$ cat src/rtl/flop_pkg.sv
// Shared constants, field layout, FSM state type and helpers for the
// 13-bit packed-float to 16-bit integer converter.
package flop_pkg;

    localparam int FLOP_W   = 13;
    localparam int EXP_W    = 8;
    localparam int MANT_W   = 4;
    localparam int EXP_BIAS = 127;
    localparam int INT_W    = 16;

    localparam int SIGN_BIT = 12;
    localparam int EXP_MSB  = 11;
    localparam int EXP_LSB  = 4;
    localparam int MANT_MSB = 3;
    localparam int MANT_LSB = 0;

    localparam int SIG_W   = MANT_W + 1;
    localparam int SHAMT_W = 4;

    // Exponent at which the 5-bit significand {1,mmmm} is already an integer.
    localparam int SHIFT_PIVOT = EXP_BIAS + MANT_W;
    // Largest unbiased exponent whose result still fits a signed INT_W value.
    localparam int MAX_UNSAT_E = INT_W - 2;

    localparam logic [INT_W-1:0] INT_MAX = 16'h7FFF;
    localparam logic [INT_W-1:0] INT_MIN = 16'h8000;

    typedef enum logic [1:0] {
        IDLE  = 2'd0,
        SHIFT = 2'd1,
        DONE  = 2'd2
    } state_t;

    typedef struct packed {
        logic              sign;
        logic [EXP_W-1:0]  exp;
        logic [MANT_W-1:0] mant;
    } flop_fields_t;

    function automatic flop_fields_t split_flop(input logic [FLOP_W-1:0] f);
        flop_fields_t r;
        r.sign = f[SIGN_BIT];
        r.exp  = f[EXP_MSB:EXP_LSB];
        r.mant = f[MANT_MSB:MANT_LSB];
        return r;
    endfunction

    function automatic logic [INT_W-1:0] apply_sign(input logic [INT_W-1:0] mag,
                                                    input logic             neg);
        return neg ? (INT_W'(0) - mag) : mag;
    endfunction

endpackage

$ cat src/rtl/flop_to_int_if.sv
// Operand/result handshake bundle for flop_to_int; master drives operands
// and consumes results, slave is the converter.
interface flop_to_int_if;

    logic [flop_pkg::FLOP_W-1:0] in_flop;
    logic                        in_valid;
    logic                        in_ready;
    logic [flop_pkg::INT_W-1:0]  out_int;
    logic                        out_sat;
    logic                        out_inexact;
    logic                        out_valid;
    logic                        out_ready;

    modport master (
        output in_flop,
        output in_valid,
        input  in_ready,
        input  out_int,
        input  out_sat,
        input  out_inexact,
        input  out_valid,
        output out_ready
    );

    modport slave (
        input  in_flop,
        input  in_valid,
        output in_ready,
        output out_int,
        output out_sat,
        output out_inexact,
        output out_valid,
        input  out_ready
    );

endinterface

$ cat src/rtl/flop_unpack.sv
// Combinational field split and classification of a packed float:
// zero, underflow, saturation, shift direction and shift amount.
module flop_unpack
    import flop_pkg::*;
(
    input  logic [FLOP_W-1:0]  flop,
    output logic               sign,
    output logic [MANT_W-1:0]  mant,
    output logic               is_zero,
    output logic               is_under,
    output logic               is_over,
    output logic               shift_left,
    output logic [SHAMT_W-1:0] shamt
);

    localparam logic [EXP_W-1:0] EXP_UNDER = EXP_W'(EXP_BIAS - 1);
    localparam logic [EXP_W-1:0] EXP_OVER  = EXP_W'(EXP_BIAS + MAX_UNSAT_E);
    localparam logic [EXP_W-1:0] EXP_PIVOT = EXP_W'(SHIFT_PIVOT);

    flop_fields_t fields;
    logic         is_special;

    assign fields     = split_flop(flop);
    assign sign       = fields.sign;
    assign mant       = fields.mant;

    // Values below one half truncate (or round) to zero no matter the fraction.
    assign is_zero    = (fields.exp == '0);
    assign is_under   = !is_zero && (fields.exp < EXP_UNDER);
    assign is_over    = (fields.exp > EXP_OVER);
    assign is_special = is_zero || is_under || is_over;
    assign shift_left = (fields.exp > EXP_PIVOT);

    always_comb begin
        shamt = '0;
        if (!is_special) begin
            if (shift_left) begin
                shamt = SHAMT_W'(fields.exp - EXP_PIVOT);
            end else begin
                shamt = SHAMT_W'(EXP_PIVOT - fields.exp);
            end
        end
    end

endmodule

$ cat src/rtl/flop_to_int.sv
// Sequential packed-float to integer converter: one shift bit per cycle.
// Optional round-half-to-even when FLOP_TO_INT_ROUND_EN is defined.
module flop_to_int
    import flop_pkg::*;
(
    input  logic          clk,
    input  logic          rst_n,
    flop_to_int_if.slave  bus
);

    state_t               state_q, state_d;
    logic [INT_W-1:0]     mag_q, mag_d;
    logic [SHAMT_W-1:0]   shamt_q, shamt_d;
    logic                 left_q, left_d;
    logic                 sign_q, sign_d;
    logic                 guard_q, guard_d;
    logic                 sticky_q, sticky_d;
    logic [INT_W-1:0]     out_int_q, out_int_d;
    logic                 out_sat_q, out_sat_d;
    logic                 out_inexact_q, out_inexact_d;
    logic                 out_valid_q, out_valid_d;

    logic                 u_sign;
    logic [MANT_W-1:0]    u_mant;
    logic                 u_zero;
    logic                 u_under;
    logic                 u_over;
    logic                 u_left;
    logic [SHAMT_W-1:0]   u_shamt;

    logic [INT_W-1:0]     mag_load;
    logic [INT_W-1:0]     mag_step;
    logic                 guard_step;
    logic                 sticky_step;
    logic [INT_W-1:0]     mag_fin;
    logic                 guard_fin;
    logic                 sticky_fin;
    logic                 sign_fin;
    logic [INT_W-1:0]     mag_rnd;
    logic [INT_W-1:0]     result_fin;

    flop_unpack u_unpack (
        .flop       (bus.in_flop),
        .sign       (u_sign),
        .mant       (u_mant),
        .is_zero    (u_zero),
        .is_under   (u_under),
        .is_over    (u_over),
        .shift_left (u_left),
        .shamt      (u_shamt)
    );

    assign mag_load = INT_W'({1'b1, u_mant});

    // Right shifts push the departing bit into guard and fold the old guard into sticky.
    always_comb begin
        mag_step    = left_q ? {mag_q[INT_W-2:0], 1'b0} : {1'b0, mag_q[INT_W-1:1]};
        guard_step  = left_q ? guard_q  : mag_q[0];
        sticky_step = left_q ? sticky_q : (sticky_q | guard_q);
    end

    always_comb begin
        mag_fin    = mag_step;
        guard_fin  = guard_step;
        sticky_fin = sticky_step;
        sign_fin   = sign_q;
        if (state_q == IDLE) begin
            mag_fin    = mag_load;
            guard_fin  = 1'b0;
            sticky_fin = 1'b0;
            sign_fin   = u_sign;
        end
    end

`ifdef FLOP_TO_INT_ROUND_EN
    assign mag_rnd = mag_fin + INT_W'(guard_fin && (sticky_fin || mag_fin[0]));
`else
    assign mag_rnd = mag_fin;
`endif

    assign result_fin = apply_sign(mag_rnd, sign_fin);

    always_comb begin
        state_d       = state_q;
        mag_d         = mag_q;
        shamt_d       = shamt_q;
        left_d        = left_q;
        sign_d        = sign_q;
        guard_d       = guard_q;
        sticky_d      = sticky_q;
        out_int_d     = out_int_q;
        out_sat_d     = out_sat_q;
        out_inexact_d = out_inexact_q;
        out_valid_d   = out_valid_q;

        case (state_q)
            IDLE: begin
                out_valid_d = 1'b0;
                if (bus.in_valid) begin
                    mag_d    = mag_load;
                    shamt_d  = u_shamt;
                    left_d   = u_left;
                    sign_d   = u_sign;
                    guard_d  = 1'b0;
                    sticky_d = 1'b0;
                    if (u_zero || u_under) begin
                        state_d       = DONE;
                        out_int_d     = '0;
                        out_sat_d     = 1'b0;
                        out_inexact_d = u_under;
                    end else if (u_over) begin
                        state_d       = DONE;
                        out_int_d     = u_sign ? INT_MIN : INT_MAX;
                        out_sat_d     = 1'b1;
                        out_inexact_d = 1'b0;
                    end else if (u_shamt == '0) begin
                        state_d       = DONE;
                        out_int_d     = result_fin;
                        out_sat_d     = 1'b0;
                        out_inexact_d = 1'b0;
                    end else begin
                        state_d = SHIFT;
                    end
                end
            end

            SHIFT: begin
                mag_d    = mag_step;
                guard_d  = guard_step;
                sticky_d = sticky_step;
                shamt_d  = shamt_q - 1'b1;
                if (shamt_q == SHAMT_W'(1)) begin
                    state_d       = DONE;
                    out_int_d     = result_fin;
                    out_sat_d     = 1'b0;
                    out_inexact_d = guard_step | sticky_step;
                end
            end

            // out_valid trails entry into DONE by one cycle and drops on the handshake.
            DONE: begin
                if (out_valid_q && bus.out_ready) begin
                    state_d     = IDLE;
                    out_valid_d = 1'b0;
                end else begin
                    out_valid_d = 1'b1;
                end
            end

            default: begin
                state_d     = IDLE;
                out_valid_d = 1'b0;
            end
        endcase
    end

    always_ff @(posedge clk or negedge rst_n) begin
        if (!rst_n) begin
            state_q       <= IDLE;
            mag_q         <= '0;
            shamt_q       <= '0;
            left_q        <= 1'b0;
            sign_q        <= 1'b0;
            guard_q       <= 1'b0;
            sticky_q      <= 1'b0;
            out_int_q     <= '0;
            out_sat_q     <= 1'b0;
            out_inexact_q <= 1'b0;
            out_valid_q   <= 1'b0;
        end else begin
            state_q       <= state_d;
            mag_q         <= mag_d;
            shamt_q       <= shamt_d;
            left_q        <= left_d;
            sign_q        <= sign_d;
            guard_q       <= guard_d;
            sticky_q      <= sticky_d;
            out_int_q     <= out_int_d;
            out_sat_q     <= out_sat_d;
            out_inexact_q <= out_inexact_d;
            out_valid_q   <= out_valid_d;
        end
    end

    assign bus.in_ready    = (state_q == IDLE);
    assign bus.out_int     = out_int_q;
    assign bus.out_sat     = out_sat_q;
    assign bus.out_inexact = out_inexact_q;
    assign bus.out_valid   = out_valid_q;

endmodule

$ cat src/flat_wrapper.sv
// flat-port wrapper written by rule: the top's interface ports become plain ports
module flop_to_int_flat import flop_pkg::*;
  (clk, rst_n, bus_in_flop, bus_in_valid, bus_in_ready, bus_out_int, bus_out_sat, bus_out_inexact, bus_out_valid, bus_out_ready);
  flop_to_int_if bus_i ();
  input  logic clk;
  input  logic rst_n;
  input wire logic [$bits(bus_i.in_flop)-1:0] bus_in_flop;
  input wire logic [$bits(bus_i.in_valid)-1:0] bus_in_valid;
  output wire logic [$bits(bus_i.in_ready)-1:0] bus_in_ready;
  output wire logic [$bits(bus_i.out_int)-1:0] bus_out_int;
  output wire logic [$bits(bus_i.out_sat)-1:0] bus_out_sat;
  output wire logic [$bits(bus_i.out_inexact)-1:0] bus_out_inexact;
  output wire logic [$bits(bus_i.out_valid)-1:0] bus_out_valid;
  input wire logic [$bits(bus_i.out_ready)-1:0] bus_out_ready;
  assign bus_i.in_flop = bus_in_flop;
  assign bus_i.in_valid = bus_in_valid;
  assign bus_in_ready = bus_i.in_ready;
  assign bus_out_int = bus_i.out_int;
  assign bus_out_sat = bus_i.out_sat;
  assign bus_out_inexact = bus_i.out_inexact;
  assign bus_out_valid = bus_i.out_valid;
  assign bus_i.out_ready = bus_out_ready;
  flop_to_int u_core (.clk(clk), .rst_n(rst_n), .bus(bus_i));
endmodule
$ cat config.mk
export PLATFORM = sky130hd
export DESIGN_NAME = flop_to_int_flat
export DESIGN_NICKNAME = d
export VERILOG_FILES = /design/src/rtl/flop_pkg.sv /design/src/rtl/flop_to_int_if.sv /design/src/rtl/flop_unpack.sv /design/src/rtl/flop_to_int.sv /design/src/flat_wrapper.sv
export SDC_FILE = /design/constraint.sdc
export NUM_CORES = 1
export LEC_CHECK = 0
export CORE_MARGIN = 2
export CORE_UTILIZATION = 55
export CTS_BUF_LIST = sky130_fd_sc_hd__clkbuf_2 sky130_fd_sc_hd__clkbuf_4 sky130_fd_sc_hd__clkbuf_8
export CTS_CLUSTER_SIZE = 40
export DETAILED_ROUTE_END_ITERATION = 8
export PLACE_DENSITY = 0.76
export SETUP_SLACK_MARGIN = 0.4
export SLEW_MARGIN = 30
export SYNTH_ARGS = -nofsm -noshare
export SYNTH_HDL_FRONTEND = slang
export SYNTH_SLANG_ARGS = --single-unit
$ cat constraint.sdc
create_clock -name clk -period 3.05 [get_ports clk]
set_input_delay 0.7625 -clock clk [delete_from_list [all_inputs] [get_ports clk]]
set_output_delay 0.7625 -clock clk [all_outputs]
set_load 0.02 [all_outputs]
Word level (Yosys, flattened, before mapping):

Index checks and enable logic that the tools add are counted.

* reductions and logical operators: 13
* equal/unequal tests: 7
* multiplexer cells: 42
* magnitude comparators: 3
* bitwise logic cells: 2
* $add $sub $neg: 4

Operator list (count)
* 16-bit 2-to-1 mux: 10
* 16-bit one-hot mux with 2 select lines: 2
* 8-bit > comparator, second input constant: 2
* 1-bit by 16-bit subtractor with 16-bit output, first input constant: 1
* 1-bit 2-to-1 mux: 14
* 2-bit 2-to-1 mux: 6
* 4-bit 2-to-1 mux: 3
* 1-bit one-hot mux with 2 select lines: 5
* 8-bit zero test: 1
* 8-bit by 7-bit less-than comparator with 1-bit output, second input constant: 1
* 4-bit one-hot mux with 2 select lines: 1
* 2-bit one-hot mux with 3 select lines: 1
* 4-bit by 1-bit == test with 1-bit output, second input constant: 1
* 4-bit zero test: 1
* 2-bit by 1-bit != test with 1-bit output, second input constant: 2
* 4-bit by 1-bit != test with 1-bit output, second input constant: 1
* 2-bit AND reduction: 2
* 4-bit AND reduction: 1
* 2-bit by 4-bit subtractor with 4-bit output, first input constant: 1
* 4-bit by 1-bit subtractor with 4-bit output, second input constant: 1
* 4-bit by 2-bit subtractor with 4-bit output, second input constant: 1
* 3-bit AND reduction: 1
* 2-bit by 1-bit == test with 1-bit output, second input constant: 1
* 2-bit == test, second input constant: 1
* 7 further kinds: 10

* flip-flop bits (word level): 45
* input port bits: 17
* output and inout bits: 20

Depth between registers and ports, before layout:

* depth in word-level cells: 12
* mapped depth: 13
* mapped depth without buffers: 10

Cells and area by module:

Synthesis repeated with hierarchy kept, for this count alone.

* cells, all modules: 360
* area, all modules: 3055.4 sq um

By module, submodules not included
* flop_to_int: area an instance 2763.9 sq um, instances 1, cells each 320
* flop_unpack: area an instance 291.5 sq um, instances 1, cells each 40

Least setup slack after synthesis:

No wires, ideal clock.

* path type: input -> register
* from: in bus_in_flop[7]
* to: reg u_core.out_int_q[10], in the netlist u_core.bus.out_int[10]
* path slack: 0.366 ns
* data arrival time: 2.559 ns
* library setup time: 0.125 ns
* data required time: 2.925 ns
* buffers on the path: 2
* cell stages on the path: 9
* cell sequence: inv_1 > ha_1 > a21bo_2 > mux2_4 > a311oi_4 > or2_1 > buf_6 > buf_12 > mux2_4

* word-level cells in the longest chain between the ends: 9
* elaborated cells on any way between the ends: 19

RTL lines
* start: declaration: line flat_wrapper.sv:7 `input wire logic [$bits(bus_i.in_flop)-1:0] bus_in_flop;`
* parallel branches: the longest is 9 deep, another holds 8-bit by 7-bit less-than comparator with 1-bit output
* end signal: assignment: line flop_to_int.sv:178 `out_int_q <= out_int_d;`
* end: declaration: line flop_to_int.sv:18 `logic [INT_W-1:0] out_int_q, out_int_d;`

Several ways; the timed one is not identified. The select of a mux whose other input is x is not followed.
A chain may end at the register's enable or synchronous reset.

Worst setup path after layout:

* from: in bus_in_flop[9]
* to: reg u_core.out_int_q[1], in the netlist u_core.bus.out_int[1]

Same word-level chain as after synthesis.

==> out/metrics.yaml <==
outcome:
  outcome: "finished, final reports clean"
pwr:
  p_comb_share_pct: 59.4
  ir_worst_vdd_mv: 0.466
  p_sw_uw: 1310
  p_seq_share_pct: 29.6
  p_leak_uw: 0.00168
  p_int_uw: 1800
  switching_share_pct: 42.1
  pwr_density_cell_nw_per_um2: 820
  p_clk_share_pct: 11.0
logic_synthesis:
  synth_edf_count: 0
  netlist_instances: 333
  synthArstFlopShare_pct: 100
  synth_area_leaders: "dfrtp_1 37%, a21oi_1 5.4%, mux2i_1 4.9%"
  synth.avg_cell_area_um2: 9.17
  syn-num-nets: 359
  synth_ff_type: "dfrtp_1"
  synth_seq_cells: 45
  yosysUniqueCellTypes: 57
  yosysMostFrequentCell: "dfrtp_1"
  synth_top_area_share_pct: 36.9
  ys_seq_area_share_pct: 36.9
  synth.largest_area_cell: "dfrtp_1"
  synth.cell_area_um2: 3050
  yosysWarnings: 0
  ys_top_cells_by_count: "45 x dfrtp_1, 33 x a21oi_1, 31 x nor2_1"
run:
  cap_violations: 0
drt:
  first_iter_violations: 219
  dr.pass1.iters: 4
  wl_met1_um: 3180
  wl_met2_um: 4060
  vias_per_cell: 5.96
  highest_layer: "met4"
  antenna_left: 0
  wirelength_um: 7640
  drc: 0
  num_vias: 2728
  met3WireLength_um: 260
  routedWlPerCell_um: 16.7
layout:
  regArea_um2: 1130
  drive_above_1_share_pct: 20.2
  fin_area_um2: 3790
  multi_input_area_um2: 1810
  fin_nets: 413
  fill_cells: 428
  antenna_cells: 0
  area_growth_pct: 24.1
clock_tree:
  htreeDepth: 2
  clock_latency_ns: 0.30
  numCtsBuffers: 5
  clockRootBuffer: "clkbuf_8"
  cts_tree: "yes"
  clkTransAtPathRegs_ns: 0.08
  cts_buffer_depth: 2
  cts_sinks: 45
die:
  start_util_pct: 56.2
  core_um2: 5440
  row_count: 27
  die_h_um: 78.5
  num_io_pins: 37
  dieWidth_um: 78.5
  dieArea_um2: 6170
sta:
  fmax_mhz: 389
  setup_tns_ns: 0
  finalHoldViolCount: 0
  final-max-slew-violation-count: 0
  fin_crit_sh_pct: 84.3
  rsz0062_at_grt: "false"
  fin_worst_skew_ns: 0.00723
  fin_crit_ns: 2.57
  worst_pin_slew_ns: 0.572
  slew-limit-headroom_pct: 61.9
  setup_viol: 0
grt:
  antenna_found_initial: 0
  grt-ovfl-total: 0
  grt_pass1_vias: 2661
  grt.total_usage_pct: 25.9
  grt_pass1_wl_um: 12600
  grt_start_max_net_pins: 46
worst_setup_path:
  worstReg2RegEnd: "u_core.bus.out_int[5]"
  crit_chain: "dlygate4sd2_1, nor3_4, a21bo_4, mux2_4, a311oi_4, or2_4, bufbuf_16, mux2_2"
  end_kind: "flop"
  slowest_delay_ns: 0.32
  critPathTopFamily: "multiplexers"
  cp_max_fo: 4
  cp_slowest_cell: "mux2_2"
  r2r_cells: 8
  r2r-start: "u_core.left_q"
  path_class: "input pin to flop"
  worstPathBufferInverterCount: 2
  r2r_slack_ns: 0.61
  cp.arrival_ns: 2.75
  worstPathRequired_ns: 3.23
  startpoint_type: "input pin"
placed_design:
  gp_congestion: 0.865
  dp.final_hpwl_um: 5460
  io_buffers: 36
  postPlaceCellArea_um2: 3570
hold_path:
  hold_path.class: "input pin to asynchronous set/reset pin"
-- cell families after synthesis --
family / count (synthesis) / share of synthesized area, %
simple gates: 102 / 16.1
compound gates: 100 / 21.5
flops: 45 / 36.9
mux: 32 / 12.0
buf+inv: 31 / 5.78
xor+xnor: 14 / 4.01
fa+ha+maj: 9 / 3.69
-- timing repair --
item                                    in CTS  in global routing
buffers inserted                             3                  1
endpoints found under the setup margin      16                 14
pin swaps                                    5                  6
cloned                                       2                  0
gates resized for setup                     19                 10
hold buffers                                 0                  0
-- per-layer routing --
layer	global-route usage, %	vias to the layer above
li1	-	1315
met1	31.6	1328
met2	47.4	71
met3	3.45	14
met4	7.72	0
met5	0	-
-- sequential cells by signal (all words and copies together), names as in the netlist --
name,cells
u_core.bus.out_int,16
u_core.mag_q,16
u_core.shamt_q,4
u_core.state_q,2
u_core.bus.out_inexact,1
u_core.bus.out_sat,1
u_core.bus.out_valid,1
u_core.guard_q,1
u_core.left_q,1
u_core.sign_q,1
u_core.sticky_q,1
-- layout by cell type, fill, tap and decap left out, drive strengths merged, types with 2 or more instances in the layout --
| cell | Yosys | layout |
|---|---|---|
| mux2 | 16 | 16 |
| mux2i | 16 | 16 |
| ha | 9 | 9 |
| or2 | 5 | 5 |
| nand2 | 24 | 24 |
| dlygate4sd2 | 0 | 7 |
| o22a | 2 | 2 |
| and2 | 2 | 2 |
| a21o | 2 | 2 |
| nand2b | 4 | 4 |
| a22o | 6 | 6 |
| buf | 14 | 32 |
| nand3 | 7 | 7 |
| a31oi | 3 | 3 |
| clkdlybuf4s50 | 0 | 27 |
| xor2 | 10 | 10 |
| nor4 | 3 | 3 |
| nor4b | 2 | 2 |
| o21ai | 29 | 29 |
| nor2 | 31 | 31 |
| dfrtp | 45 | 45 |
| o31ai | 4 | 4 |
| xnor2 | 4 | 4 |
| a41oi | 4 | 4 |
| nor3 | 14 | 14 |
| o41ai | 2 | 2 |
| o311ai | 2 | 2 |
| clkbuf | 7 | 5 |
| o2111ai | 2 | 2 |
| a21oi | 33 | 33 |
| nor2b | 3 | 3 |
| inv | 10 | 10 |
| nor3b | 2 | 2 |
-- through the flow --
stage	utilization (%)	setup WS, ns	instances	power, uW	hold WS [ns]
after floorplan	-	0.442	333	2110	0.467
after detailed placement	65.7	-0.106	446	2630	0.492
final	69.7	0.478	458	3110	0.460
after global routing	69.7	0.402	458	3330	0.516
after global placement	65.6	-0.00889	446	2580	0.486
after CTS	68.9	0.422	457	3060	0.483
-- power groups by stage --
stage	logic (uW)	clock network (uW)	registers, uW
after global placement	1660	0	920
after CTS	1790	354	915
final	1850	343	920
after detailed placement	1700	0	928
after global routing	2010	370	942
after floorplan	1090	0	1030
-- worst max-delay path by stage --
| stage | from | to | cells after the start |
|---|---|---|---|
| after floorplan | bus_in_flop[7] | u_core.bus.out_int[10] | 9 |
| after global placement | bus_in_flop[6] | u_core.bus.out_inexact | 9 |
| after detailed placement | bus_in_flop[6] | u_core.bus.out_int[3] | 9 |
| after CTS | bus_in_flop[7] | u_core.bus.out_int[1] | 9 |
| after global routing | bus_in_flop[9] | u_core.bus.out_int[11] | 9 |
| final | bus_in_flop[9] | u_core.bus.out_int[1] | 8 |
-- worst reg2reg max path, delay by kind of cell, from the launching register on --
kind | cells | cell delay [ns]
AOI/OAI and AO/OA | 3 | 0.64
xor gates and xnor gates | 1 | 0.20
buffers and inverters | 2 | 0.49
DFF | 1 | 0.45
muxes | 2 | 0.56
-- layout make-up --
class	instances	area share [%]
inverter	10	0.990
tap	72	2.38
timing repair buffer	68	17.1
multi-input combinational	257	47.9
sequential	45	29.7
clock buffer	5	1.82
clock inverter	1	0.132
No activity file was read; power rests on OpenSTA's default activity.
==> patch, RTL diff (config.mk and constraints unchanged) <==
Reset style: synchronous (`rst_n`), changed in one clocked block.
--- a/src/rtl/flop_to_int.sv
+++ b/src/rtl/flop_to_int.sv
@@ -154,7 +154,7 @@
         endcase
     end
 
-    always_ff @(posedge clk or negedge rst_n) begin
+    always_ff @(posedge clk) begin
         if (!rst_n) begin
             state_q       <= IDLE;
             mag_q         <= '0;
Behaviour: differs if rst_n is asserted again (counterexample within 4 cycles, from zero or initial values and one cycle with rst_n low); with rst_n held inactive, the same outputs for 10 cycles.
==> patch against the original RTL <==
- cell area is 0.99% lower
- area after synthesis decreased by 2.9%
- non-clock buffer count is 7 higher
- via count rose by 12%
- critical path type unchanged
- clock skew is 0.0059 ns higher
- critical endpoint is now u_core.bus.out_int[12]$_SDFFE_PN0P_
- sequential cell count unchanged
- register-to-register slack worse by 0.10 ns
- wire length grew 7.6%
- synthesized cell count grew 16%
- highest routed layer unchanged
- worst setup slack lost 0.052 ns
Power is not compared: it rests on default switching activity, and its combinational part moved more than twofold at a synthesized area within 25%.
==> patch: results <==
group,metric,value,unit
global_routing,grt_usage,28.35,%
detailed_routing,wire_per_inst,15.93,um
detailed_routing,vias,3059,
detailed_routing,drtPass1Iterations,5,
cts,clk_pin_slew,0.10,ns
timing,worstMarginPinSlew,0.5563,ns
synthesis,synthArstFlopShare,0,%
global_routing,grt_pass1_wl,13.83,mm
setup_path,cp_slowest_cell,"clkdlybuf4s50_1",
setup_path,cp_slowest_stage_delay,0.47,ns
hold_path,min_path_type,"register to register",
synthesis,syn-num-nets,412,
finish,fill_cells,432,
synthesis,synth_area_leaders,"dfxtp_1 30%, a21oi_1 5.9%, nor2_1 5.8%",
placement,place_hpwl,5.831,mm
global_routing,grt_overflow,0,
setup_path,worst-path-max-fanout,5,
synthesis,yosys-top-cells-count,"46 x nor2_1, 45 x dfxtp_1, 36 x nand2_1, 35 x a21oi_1",
global_routing,grt_max_degree,32,
outcome,outcome,"finished clean",
synthesis,ys.flop_type,"dfxtp_1",
setup_path,critical_path.top_delay_family,"compound AO/OA/AOI/OAI gates",
synthesis,synth-seq-area-share,30.38,%
setup_path,rr_worst_depth,9,
timing,skew,0.01313,ns
detailed_routing,drtIter0Drc,272,
global_routing,grt_pass1_vias,2776,
finish,fin_nets,471,
synthesis,ys_types,65,
synthesis,ys_warn_count,0,
placement,gp_congestion,0.8895,
setup_path,arrival,2.82,ns
finish,drive_gt1_share,16.14,%
==> patch: per-layer routing <==
layer	up-vias	routed length, um	GRT usage [%]
li1	1527	-	-
met2	117	3723	44.00
met4	0	99	8.393
met1	1404	3887	40.38
met3	11	509	4.767
met5	-	0	0
==> patch: final timing paths <==
check,from,end,slack [ns]
worst max register to register,u_core.state_q[1]$_SDFFE_PN0P_,u_core.bus.out_int[12]$_SDFFE_PN0P_,0.51
worst max-delay path,bus_in_flop[0],u_core.bus.out_int[12]$_SDFFE_PN0P_,0.43
worst min register to register,u_core.bus.out_int[0]$_SDFFE_PN0P_,u_core.bus.out_int[0]$_SDFFE_PN0P_,0.46
worst min-delay path,u_core.bus.out_int[0]$_SDFFE_PN0P_,u_core.bus.out_int[0]$_SDFFE_PN0P_,0.46
==> patch: cell families after synthesis <==
| family | count (synthesis) | synth area share [%] |
|---|---|---|
| adders and majority gates | 9 | 3.798 |
| AOI/OAI and AO/OA | 124 | 27.98 |
| buffers and inverters | 37 | 5.400 |
| and+or+nand+nor | 143 | 23.00 |
| DFF | 45 | 30.38 |
| muxes | 17 | 6.203 |
| xor gates and xnor gates | 11 | 3.249 |
==> patch: worst reg2reg max path, cell delays in order (launching register included) <==
cell and delay, ns:
dfxtp_1 0.39, or2_4 0.31, and3_1 0.19, a21oi_1 0.25
ha_1 0.26, o21ai_1 0.19, nor3_1 0.31, o22ai_1 0.11
a221oi_1 0.31, o21ai_1 0.12
==> patch: cell type report <==
class	instances	area [um2]	area share, %
clock inverters	3	46.29	1.234
repair buffers	75	673.1	17.94
clock buffers	5	68.82	1.834
flip-flops and latches	45	900.9	24.01
multi-input cells	304	1923	51.25
inverters	14	52.55	1.400
well taps	70	87.58	2.334
==> patch: report_power, final <==
group	total (W)	leakage (nW)	internal, W	switching, W
Combinational	0.000441	1.02	0.000193	0.000248
Sequential	0.000637	0.366	0.000614	0.0000232
Clock	0.000468	0.0543	0.000245	0.000223
Total	0.00155	1.44	0.00105	0.000494
==> patch: per-stage QoR <==
stage               TNS (ns)  setup slack (ns)  std cells  utilization, %  cell area, um2
floorplan                  0            0.5294        386               -            2965
global placement      -1.025           -0.1183        502           69.13            3553
detailed placement    -2.951           -0.2308        502           69.13            3553
CTS                        0            0.3956        516           72.74            3739
global route               0            0.3124        516           73.00            3752
finish                     0            0.4266        516           73.00            3752
==> patch: timing repair <==
| item | CTS | global route |
|---|---|---|
| gates resized for setup | 8 | 8 |
| pin swaps | 3 | 0 |
| buffers inserted | 6 | 0 |
| endpoints found under the setup margin | 22 | 20 |
